==> config.mk <==
export PLATFORM = sky130hd
export DESIGN_NAME = scanner_buffer_unit
export DESIGN_NICKNAME = d
export VERILOG_FILES = /design/src/rtl/scanner_buffer_unit.sv
export SDC_FILE = /design/constraint.sdc
export NUM_CORES = 1
export LEC_CHECK = 0
export ABC_AREA = 1
export CAP_MARGIN = 25
export CORE_UTILIZATION = 33
export DETAILED_ROUTE_END_ITERATION = 16
export PLACE_DENSITY_LB_ADDON = 0.25
export SYNTH_ARGS = -nofsm -noshare
export SYNTH_HDL_FRONTEND = slang
export SYNTH_SLANG_ARGS = --single-unit
==> constraint.sdc <==
create_clock -name clk -period 3.2 [get_ports clk]
set_clock_uncertainty 0.05 [all_clocks]
set_input_delay 0.32 -clock clk [delete_from_list [all_inputs] [get_ports clk]]
set_output_delay 0.32 -clock clk [all_outputs]
set_load 0.005 [all_outputs]
==> src/rtl/scanner_buffer_unit.sv <==
// scanner_buffer_unit: fills a sample buffer while scanning, then drains it to the station over valid/ready.
module scanner_buffer_unit #(
  parameter int BUF_DEPTH   = 10,
  parameter int READY_LEVEL = 8,
  parameter int DATA_W      = 8,
  localparam int LW         = $clog2(BUF_DEPTH + 1)
) (
  input  logic              clk,
  input  logic              rst,
  input  logic              start_scan,
  input  logic              go_transfer,
  input  logic              flush_req,
  input  logic              xfer_ready,
  output logic [1:0]        status,
  output logic [LW-1:0]     buffer_level,
  output logic              ready_to_transfer,
  output logic              xfer_valid,
  output logic [DATA_W-1:0] xfer_data,
  output logic              xfer_done
);
  typedef enum logic [1:0] {IDLE = 2'b00, SCAN = 2'b01, FULL = 2'b10, XFER = 2'b11} state_t;
  localparam logic [LW-1:0] RL = LW'(READY_LEVEL);
  localparam logic [LW-1:0] DEPTH = LW'(BUF_DEPTH);
  state_t state_q, state_d;
  logic [LW-1:0] level_q, level_d, ptr_q, ptr_d;
  logic [DATA_W-1:0] cnt_q, cnt_d;
  logic rtt_q, rtt_d, valid_q, valid_d, done_q, done_d, wr;
  logic [DATA_W-1:0] mem_q [BUF_DEPTH];
  always_comb begin
    state_d = state_q;
    level_d = level_q;
    ptr_d   = ptr_q;
    cnt_d   = cnt_q;
    done_d  = 1'b0;
    wr      = 1'b0;
    case (state_q)
      IDLE: state_d = start_scan ? SCAN : IDLE;
      SCAN, FULL: begin
        if (flush_req) begin
          state_d = IDLE;
          level_d = '0;
          ptr_d   = '0;
        end else if (go_transfer && level_q >= RL) begin
          state_d = XFER;
          ptr_d   = '0;
        end else if (state_q == SCAN) begin
          wr      = 1'b1;
          level_d = level_q + 1'b1;
          cnt_d   = cnt_q + 1'b1;
          state_d = (level_d == DEPTH) ? FULL : SCAN;
        end
      end
      default: begin
        if (valid_q && xfer_ready) begin
          if (ptr_q == level_q - 1'b1) begin
            state_d = IDLE;
            level_d = '0;
            ptr_d   = '0;
            done_d  = 1'b1;
          end else begin
            ptr_d = ptr_q + 1'b1;
          end
        end
      end
    endcase
    rtt_d   = (state_d == SCAN || state_d == FULL) && level_d >= RL;
    valid_d = state_d == XFER;
  end
  always_ff @(posedge clk or posedge rst) begin
    if (rst) begin
      state_q <= IDLE;
      level_q <= '0;
      ptr_q   <= '0;
      cnt_q   <= '0;
      rtt_q   <= 1'b0;
      valid_q <= 1'b0;
      done_q  <= 1'b0;
    end else begin
      state_q <= state_d;
      level_q <= level_d;
      ptr_q   <= ptr_d;
      cnt_q   <= cnt_d;
      rtt_q   <= rtt_d;
      valid_q <= valid_d;
      done_q  <= done_d;
    end
  end
  // RAM contents need no reset; xfer_data is gated so it reads 0 outside XFER
  always_ff @(posedge clk) begin
    if (wr) mem_q[level_q] <= cnt_q;
  end
  assign status            = state_q;
  assign buffer_level      = level_q;
  assign ready_to_transfer = rtt_q;
  assign xfer_valid        = valid_q;
  assign xfer_data         = valid_q ? mem_q[ptr_q] : '0;
  assign xfer_done         = done_q;
endmodule

# Word level (Yosys, flattened, before mapping)
# Memory sizes are Yosys's and may differ from the RTL's.
# Index checks and enable logic that the tools add are counted.
[totals] ram_bits=80 ff_bits=21 input_bits=6 n_memories=1 word_cells=64
[op_classes] n_eq_ne=8 order_cmp=2 muxes=29 bitwise_logic=3 addsub=4 reduce_logical=10
[memory_table] memory="mem_q" depth=10 word_bits=8 read_ports=1 rd_clocked_by_memory_dff=0 write_ports=1 line_no="28" source="logic [DATA_W-1:0] mem_q [BUF_DEPTH];"
[ops] cell="$mux W4" n=9
[ops] cell="$pmux W4 S2" n=2
[ops] cell="$mux W2" n=6
[ops] cell="$mux W1" n=10
[ops] cell="$add A4 B1 Y4 const B" n=2
[ops] cell="$add A8 B1 Y8 const B" n=1
[ops] cell="$ge A4 B4 Y1 const B" n=2
[ops] cell="$mux W8" n=1
[ops] cell="$eq A2 B2 Y1 const B" n=3
[ops] cell="$eq A2 B1 Y1 const B" n=2
[ops] cell="$eq A4 B4 Y1" n=1
[ops] cell="$eq A4 B4 Y1 const B" n=1
[ops] cell="$pmux W2 S2" n=1
[ops] cell="$reduce_and A4 Y1" n=1
[ops] cell="$sub A4 B1 Y4 const B" n=1
[ops] cell="$logic_and A1 B1 Y1" n=3
[ops] cell="$ne A3 B3 Y1 const B" n=1
[ops] cell="$not A1 Y1" n=3
[ops] cell="$reduce_and A3 Y1" n=1
[ops] cell="$reduce_or A3 Y1" n=1
[ops] cell="$logic_not A2 Y1" n=1
[ops] cell="$reduce_bool A2 Y1" n=1
[ops] cell="$reduce_or A2 Y1" n=1
[ops] cell="$logic_or A1 B1 Y1" n=1

# Longest topological paths before layout
# Gate-level depths: netlist (run 1).
[logic_depth] ltp_word=10 ltp_mapped=14 depth_no_buf=14

# Worst setup path after synthesis (run 1)
# Ideal clock, no wire load.
[synth_timing] path_kind="register -> register" from="register state_q[0], in the netlist status[0]" to="memory mem_q[0][0], enable pin" setup_time_ns=0.395 setup_slack_ns=0.798 t_required_ns=2.755 path_buffers=0 stages_incl_launch_ff=7 t_arrival_ns=1.957 cell_sequence="dfrtp_1 > inv_1 > ha_1 > nand2_4 > nor2_2 > inv_2 > nor4_1"
[synth_between] elab_chain_cells=7 elab_cells_between_ends=9
[synth_lines] item="start, declared" line_no="24" source="state_t state_q, state_d;"
[synth_lines] item="start signal, assigned" line_no="79" source="state_q <= state_d;"
[synth_lines] item="$eq A2 B1 Y1" line_no="36, 46"
[synth_lines] item="$mux W1" line_no="46" source="end else if (state_q == SCAN) begin"
[synth_lines] item="$mux W1" line_no="43" source="end else if (go_transfer && level_q >= RL) begin"
[synth_lines] item="$mux W1" line_no="39" source="if (flush_req) begin"
[synth_lines] item="$mux W1 *" line_no="36" source="case (state_q)"
[synth_lines] item="$mux W1 *" line_no="90" source="if (wr) mem_q[level_q] <= cnt_q;"
[synth_lines] item="$mux W1 (not written as such) *" line_no="90"
[synth_lines] item="end, declared" line_no="28"
# Mark *: on every way between the ends. The rest lies on a longest branch, timed or not.

# Final worst setup path (run 1)
[layout_timing] from="register ptr_q[0]" to="output port xfer_data[6]"
[layout_between] elab_chain_cells=2
[layout_lines] item="start, declared" line_no="25" source="logic [LW-1:0] level_q, level_d, ptr_q, ptr_d;"
[layout_lines] item="start signal, assigned" line_no="81" source="ptr_q <= ptr_d;"
[layout_lines] item="$mem_v2 Z10 W8"
[layout_lines] item="$mux W8" line_no="96" source="assign xfer_data = valid_q ? mem_q[ptr_q] : '0;"
[layout_lines] item="end, declared" line_no="18" source="output logic [DATA_W-1:0] xfer_data,"
# Every way passes these cells.

==> flow_metrics.env, run 1 <==
export IMPL_outcome="completed"
export IMPL_finalMaxSlewViolations=0
export IMPL_max_freq_ghz=0.365
export IMPL_overflow=0
export IMPL_synth_top_flop_cell="edfxtp_1"
export IMPL_setup_slack_ns=0.463
export IMPL_num_antenna_cells=0
export IMPL_seq_area_um2=2930
export IMPL_finalWeightedCongestion=0.781
export IMPL_hp_class="in2async"
export IMPL_grt_pass1_wl_mm=17.0
export IMPL_final_cell_mix="edfxtp_1 (80), nand2_1 (63), nor2_1 (61)"
export IMPL_fin_crit_ns=2.74
export IMPL_ant_nets=0
export IMPL_path_clk_slew_ns=0.07
export IMPL_multiInputGateArea_um2=1460
export IMPL_grtUsageTotal_pct=15.4
export IMPL_synth_async_reset_ratio_pct=20.8
export IMPL_cts_resized_gates=0
export IMPL_grt_max_degree=52
export IMPL_remaining_drc_errors=0
export IMPL_ys_ff_latch=101
export IMPL_die_h_um=121
export IMPL_cellLeakagePower_nw=2.09
export IMPL_yosys_warnings=0
export IMPL_coreArea_um2=13500
export IMPL_cp_max_fo=19
export IMPL_initial_core_util_pct=34.4
export IMPL_path_delay_family="buffers and inverters"
export IMPL_drt_total_wl_mm=10.4
export IMPL_cp_num_buf_inv=3
export IMPL_fp_row_count=42
export IMPL_syn_area_per_cell_um2=10.7
export IMPL_place_ws_ns=0.830
export IMPL_crit_type="reg2out"
export IMPL_required_ns=2.83
export IMPL_die_width_um=121
export IMPL_clockBufferDepth=2
export IMPL_fillers=1277
export IMPL_synthCells=432
export IMPL_antenna_found_initial=0
export IMPL_path_common_cell="nor2_1"
export IMPL_clock_root_buffer="clkbuf_16"
export IMPL_mostFrequentLayoutCell="edfxtp_1"
export IMPL_endpoint_kind="primary output"
export IMPL_ios=23
export IMPL_firstDrtPassIters=5
export IMPL_wl_per_cell_um=16.1
export IMPL_path_cells="inv_2 -> buf_4 -> nor2_1 -> nor2_1 -> o21ai_1 -> o211ai_1 -> nand2_1 -> a21oi_1 -> clkdlybuf4s50_1"
export IMPL_via_count=3182
export IMPL_ys_seq_area_share_pct=63.1
export IMPL_final_hold_viol_count=0
export IMPL_worst_pin_slew_ns=0.819
export IMPL_post_route_period_util_pct=85.5
export IMPL_synth_nets=449
export IMPL_num_nets_final=480
export IMPL_drtIter0Drc=409
export IMPL_post_cts_setup_buffer_count=0
export IMPL_dieArea_um2=14500
export IMPL_cts_max_level=3
export IMPL_cp_slowest_cell="clkdlybuf4s50_1"
export IMPL_totalPowerFinal_w=0.00407
export IMPL_synth_edf_count=80
export IMPL_cpPeakStageDelay_ns=0.53
export IMPL_worst_ep_arrival_time_ns=2.37
export IMPL_grt_pass1_vias=3039
export IMPL_postCtsHoldBufs=0
export IMPL_clock_latency_ns=0.34
export IMPL_max_cap_violations=0
export IMPL_rsz0062_at_grt="no"
export IMPL_io_buffers=22
export IMPL_powerDensity_nw_per_um2=759
export IMPL_cts_buffers=9
export IMPL_areaGrowthSynthToFinish_pct=15.7
export IMPL_synth_cell_types=33
export IMPL_maxSlewHeadroom_pct=45.3
export IMPL_drive_gt1_share_pct=10.9
export IMPL_dp_hpwl_mm=6.91
export IMPL_start_kind="flop"
export IMPL_setup_viol=0
export IMPL_fin_tns_setup_ns=0
export IMPL_cts_tree="built"
export IMPL_peakVddDrop_uv=344
export IMPL_avgViaCountPerCell=4.95
export IMPL_post_synth_instance_area_um2=4640
export IMPL_cts_sinks=101
[path summary, 6_finish.rpt]
path / cells past startpoint / from / slack, ns / end
min in group clk: 2 / status[1]$_DFF_PP0_ / 0.60 / status[1]$_DFF_PP0_
hold / removal: 2 / rst / 0.39 / xfer_done$_DFF_PP0_
max in group asynchronous: 2 / rst / 2.20 / ptr_q[0]$_DFFE_PP0P_
setup reg to reg: 13 / buffer_level[0]$_DFF_PP0_ / 0.87 / ready_to_transfer$_DFF_PP0_
hold reg to reg: 2 / status[1]$_DFF_PP0_ / 0.60 / status[1]$_DFF_PP0_
setup / recovery: 9 / ptr_q[0]$_DFFE_PP0P_ / 0.46 / xfer_data[6]
[power by group]
group          internal (W)  switching (W)  leakage, nW
combinational      0.000419       0.000764        0.944
sequential          0.00162       0.000251         1.01
clock              0.000532       0.000484        0.134
[cell type report]
class	instances	area share, %
Clock inverter	6	0.839
Sequential cell	101	54.5
Tap cell	176	4.10
Inverter	44	3.07
Multi-Input combinational cell	271	27.2
Clock buffer	9	4.19
Timing Repair Buffer	36	6.06
[kinds of logic (layout without fill, tap and decap cells)]
family | count (synthesis) | in the layout | share of synthesized area, %
xor+xnor | 8 | 8 | 1.51
compound gates | 92 | 92 | 11.1
buf+inv | 60 | 95 | 5.55
simple gates | 159 | 159 | 15.5
fa+ha+maj | 11 | 11 | 2.96
mux | 1 | 1 | 0.243
flops | 101 | 101 | 63.1
[sequential cells by signal (all words and copies together) (netlist names)]
name and count:
ptr_q 4, mem_q 80, xfer_valid 1, xfer_done 1, ready_to_transfer 1, buffer_level 4, status 2, cnt_q 8
[worst reg2reg max path: stages (launching register included)]
cell and delay (ns):
dfrtp_1 0.52, inv_1 0.20, ha_1 0.25, inv_1 0.13
nand2_1 0.09, nand3_1 0.07, nand2_1 0.07, nor2_2 0.14
nand4_2 0.17, nand2_1 0.11, nor2_1 0.06, ha_1 0.28
inv_1 0.06, nor2_1 0.04
[through the flow]
stage	hold WS, ns	area [um^2]	std cells	utilization (%)
6_report	0.388	5370	643	39.8
5_1_grt	0.457	5370	643	39.8
4_1_cts	0.423	5370	643	39.8
3_5_place_dp	0.574	5100	628	37.8
3_3_place_gp	0.584	5100	628	37.8
2_1_floorplan	0.247	4640	432	-
[layer usage]
layer | part of all wire [%] | wire, um | GRT usage, % | vias to the layer above
li1 | - | - | - | 1546
met2 | 46 | 4780 | 23.0 | 90
met3 | 5.6 | 577 | 2.59 | 7
met4 | 0.85 | 88 | 4.63 | 0
met1 | 47 | 4910 | 22.9 | 1539
met5 | 0 | 0 | 0 | -
[synthesized netlist by cell type, drive strengths merged, types with 5 or more instances]
cell type	instances	share of area [%]
nand3	15	1.7
buf	14	1.8
nand2	67	6.0
o21ai	53	5.7
edfxtp	80	52
dfrtp	21	11
a21oi	21	2.5
o211ai	17	2.7
ha	11	3.0
xor2	5	0.94
nor2	66	6.0
inv	44	3.6
(Power assumes the default switching activity.)
==> inputs of run 2 (changes only) <==
SETUP_SLACK_MARGIN = 0.02   (was default)
clock period = 2.5 ns   (was 3.2 ns; I/O delays follow)
==> run 2 against run 1 <==
Against the previous run: flip-flop and latch count stayed put; cell count increased by 1.9%; count of clock-buffer cells in the layout grew 1; sequential power increased by 22%; global-route usage shrank 0.18 points; first-iteration DRC count is 12% lower.
==> flow_metrics.env, run 2 (synthesized netlist as in run 1, its figures left out) <==
export IMPL_path_clk_slew_ns=0.07
export IMPL_final_hold_viol_count=0
export IMPL_peakVddDrop_uv=384
export IMPL_p_clk_share_pct=24.8
export IMPL_drive_gt1_share_pct=13.6
export IMPL_required_ns=2.20
export IMPL_cts_max_level=3
export IMPL_rsz0062_at_grt="yes"
export IMPL_max_cap_violations=0
export IMPL_antenna_found_initial=0
export IMPL_fp_row_count=42
export IMPL_cts_tree="built"
export IMPL_cts_sinks=101
export IMPL_ant_nets=0
export IMPL_num_nets_final=491
export IMPL_clock_latency_ns=0.35
export IMPL_start_kind="flop"
export IMPL_worst_ep_arrival_time_ns=2.12
export IMPL_dp_cells=638
export IMPL_fin_crit_ns=2.42
export IMPL_fin_tns_setup_ns=0
export IMPL_num_antenna_cells=0
export IMPL_overflow=0
export IMPL_p_comb_share_pct=32.5
export IMPL_largest_reg_flops=80
export IMPL_outcome="completed"
export IMPL_initial_core_util_pct=34.4
export IMPL_stdcell_count=655
export IMPL_postCtsHoldBufs=0
export IMPL_coreArea_um2=13500
export IMPL_hp_class="in2async"
export IMPL_crit_type="reg2out"
export IMPL_dp_hpwl_mm=7.23
export IMPL_io_buffers=22
export IMPL_seq_area_um2=2930
export IMPL_top_register="mem_q"
export IMPL_worst_pin_slew_ns=0.877
export IMPL_holdWs_ns=0.334
export IMPL_cellLeakagePower_nw=2.19
export IMPL_dieArea_um2=14500
export IMPL_remaining_drc_errors=0
export IMPL_mostFrequentLayoutCell="edfxtp_1"
export IMPL_ios=23
export IMPL_cts_buffers=9
export IMPL_avgViaCountPerCell=4.81
export IMPL_totalPowerFinal_w=0.00537
export IMPL_p_int_w=0.00344
export IMPL_setup_viol=0
export IMPL_post_route_period_util_pct=96.6
export IMPL_die_h_um=121
export IMPL_die_width_um=121
export IMPL_fillers=1259
export IMPL_fin_util_pct=40.8
export IMPL_swShare_pct=35.9
export IMPL_powerDensity_nw_per_um2=976
export IMPL_drt_total_wl_mm=10.4
export IMPL_grt_pass1_wl_mm=16.5
export IMPL_grt_pass1_vias=3009
export IMPL_wl_per_cell_um=15.8
export IMPL_drtIter0Drc=360
export IMPL_maxSlewHeadroom_pct=41.5
export IMPL_finalMaxSlewViolations=0
export IMPL_clock_root_buffer="clkbuf_16"
export IMPL_clockBufferDepth=2
export IMPL_via_count=3152
export IMPL_grt_max_degree=30
export IMPL_p_sw_w=0.00193
export IMPL_areaGrowthSynthToFinish_pct=18.6
export IMPL_endpoint_kind="primary output"
export IMPL_p_seq_share_pct=42.6
export IMPL_finalWeightedCongestion=0.829
export IMPL_firstDrtPassIters=6
export IMPL_max_freq_ghz=0.414
export IMPL_grtUsageTotal_pct=15.3
export IMPL_multiInputGateArea_um2=1470
export IMPL_final_cell_mix="edfxtp_1 (80), nand2_1 (63), nor2_1 (61)"
export IMPL_cp_max_fo=20
export IMPL_top_regs="mem_q (80), cnt_q (8)"
[run 2: metal layers]
metal | global-route usage [%] | routed length, um | vias up
met5 | 0 | 0 | -
met4 | 5.86 | 104 | 0
met3 | 1.98 | 382 | 10
met2 | 24.9 | 4980 | 55
met1 | 20.6 | 4890 | 1519
li1 | - | - | 1568
[run 2: cell type report]
| type | count | area share (%) |
|---|---|---|
| well taps | 176 | 4.00 |
| clock inverters | 6 | 0.841 |
| multi-input cells | 271 | 26.6 |
| repair buffers | 47 | 8.00 |
| clock buffers | 10 | 4.34 |
| flip-flops and latches | 101 | 53.2 |
| inverters | 44 | 3.00 |
[run 2: critical path, cell delays in order, from the launching register on]
cell	delay [ns]
dfrtp_1	0.41
inv_2	0.09
buf_8	0.16
nor2_1	0.06
nor2_1	0.07
o21ai_0	0.09
o211ai_1	0.14
nand2_1	0.10
a21oi_1	0.14
clkdlybuf4s50_1	0.51
[run 2: power groups by stage]
stage / Combinational [W] / Sequential, W / Clock, W
after global routing: 0.00196 / 0.00232 / 0.00141
after floorplan: 0.00116 / 0.00228 / 0
final: 0.00175 / 0.00229 / 0.00133
after global placement: 0.00170 / 0.00233 / 0
after CTS: 0.00173 / 0.00229 / 0.00136
after detailed placement: 0.00171 / 0.00233 / 0
[run 2: final timing paths]
kind                            slack, ns  cells past startpoint                 start               endpoint
min in group clk                     0.48                      1  cnt_q[2]$_DFFE_PP0P_   cnt_q[2]$_DFFE_PP0P_
max in group asynchronous            1.52                      2                   rst   ptr_q[0]$_DFFE_PP0P_
worst min register to register       0.48                      1  cnt_q[2]$_DFFE_PP0P_   cnt_q[2]$_DFFE_PP0P_
worst max register to register       0.28                      7   status[1]$_DFF_PP0_  mem_q[8][1]$_DFFE_PP_
worst min-delay path                 0.33                      2                   rst   cnt_q[5]$_DFFE_PP0P_
worst max-delay path                 0.08                      9  ptr_q[0]$_DFFE_PP0P_           xfer_data[2]
[run 2: per-stage QoR]
step,cell area [um^2],setup WS [ns]
after floorplan,4640,0.0980
after global placement,5190,0.298
after detailed placement,5190,0.340
after CTS,5480,0.0441
after global routing,5510,-0.0669
final,5510,0.0838
[run 2: timing repair]
item                                   in CTS  in global routing
endpoints found under the hold margin       0                  0
gates resized for setup                     0                  7
pin swaps                                   0                  0
buffers inserted                            1                  0
setup endpoints to repair                   1                  8
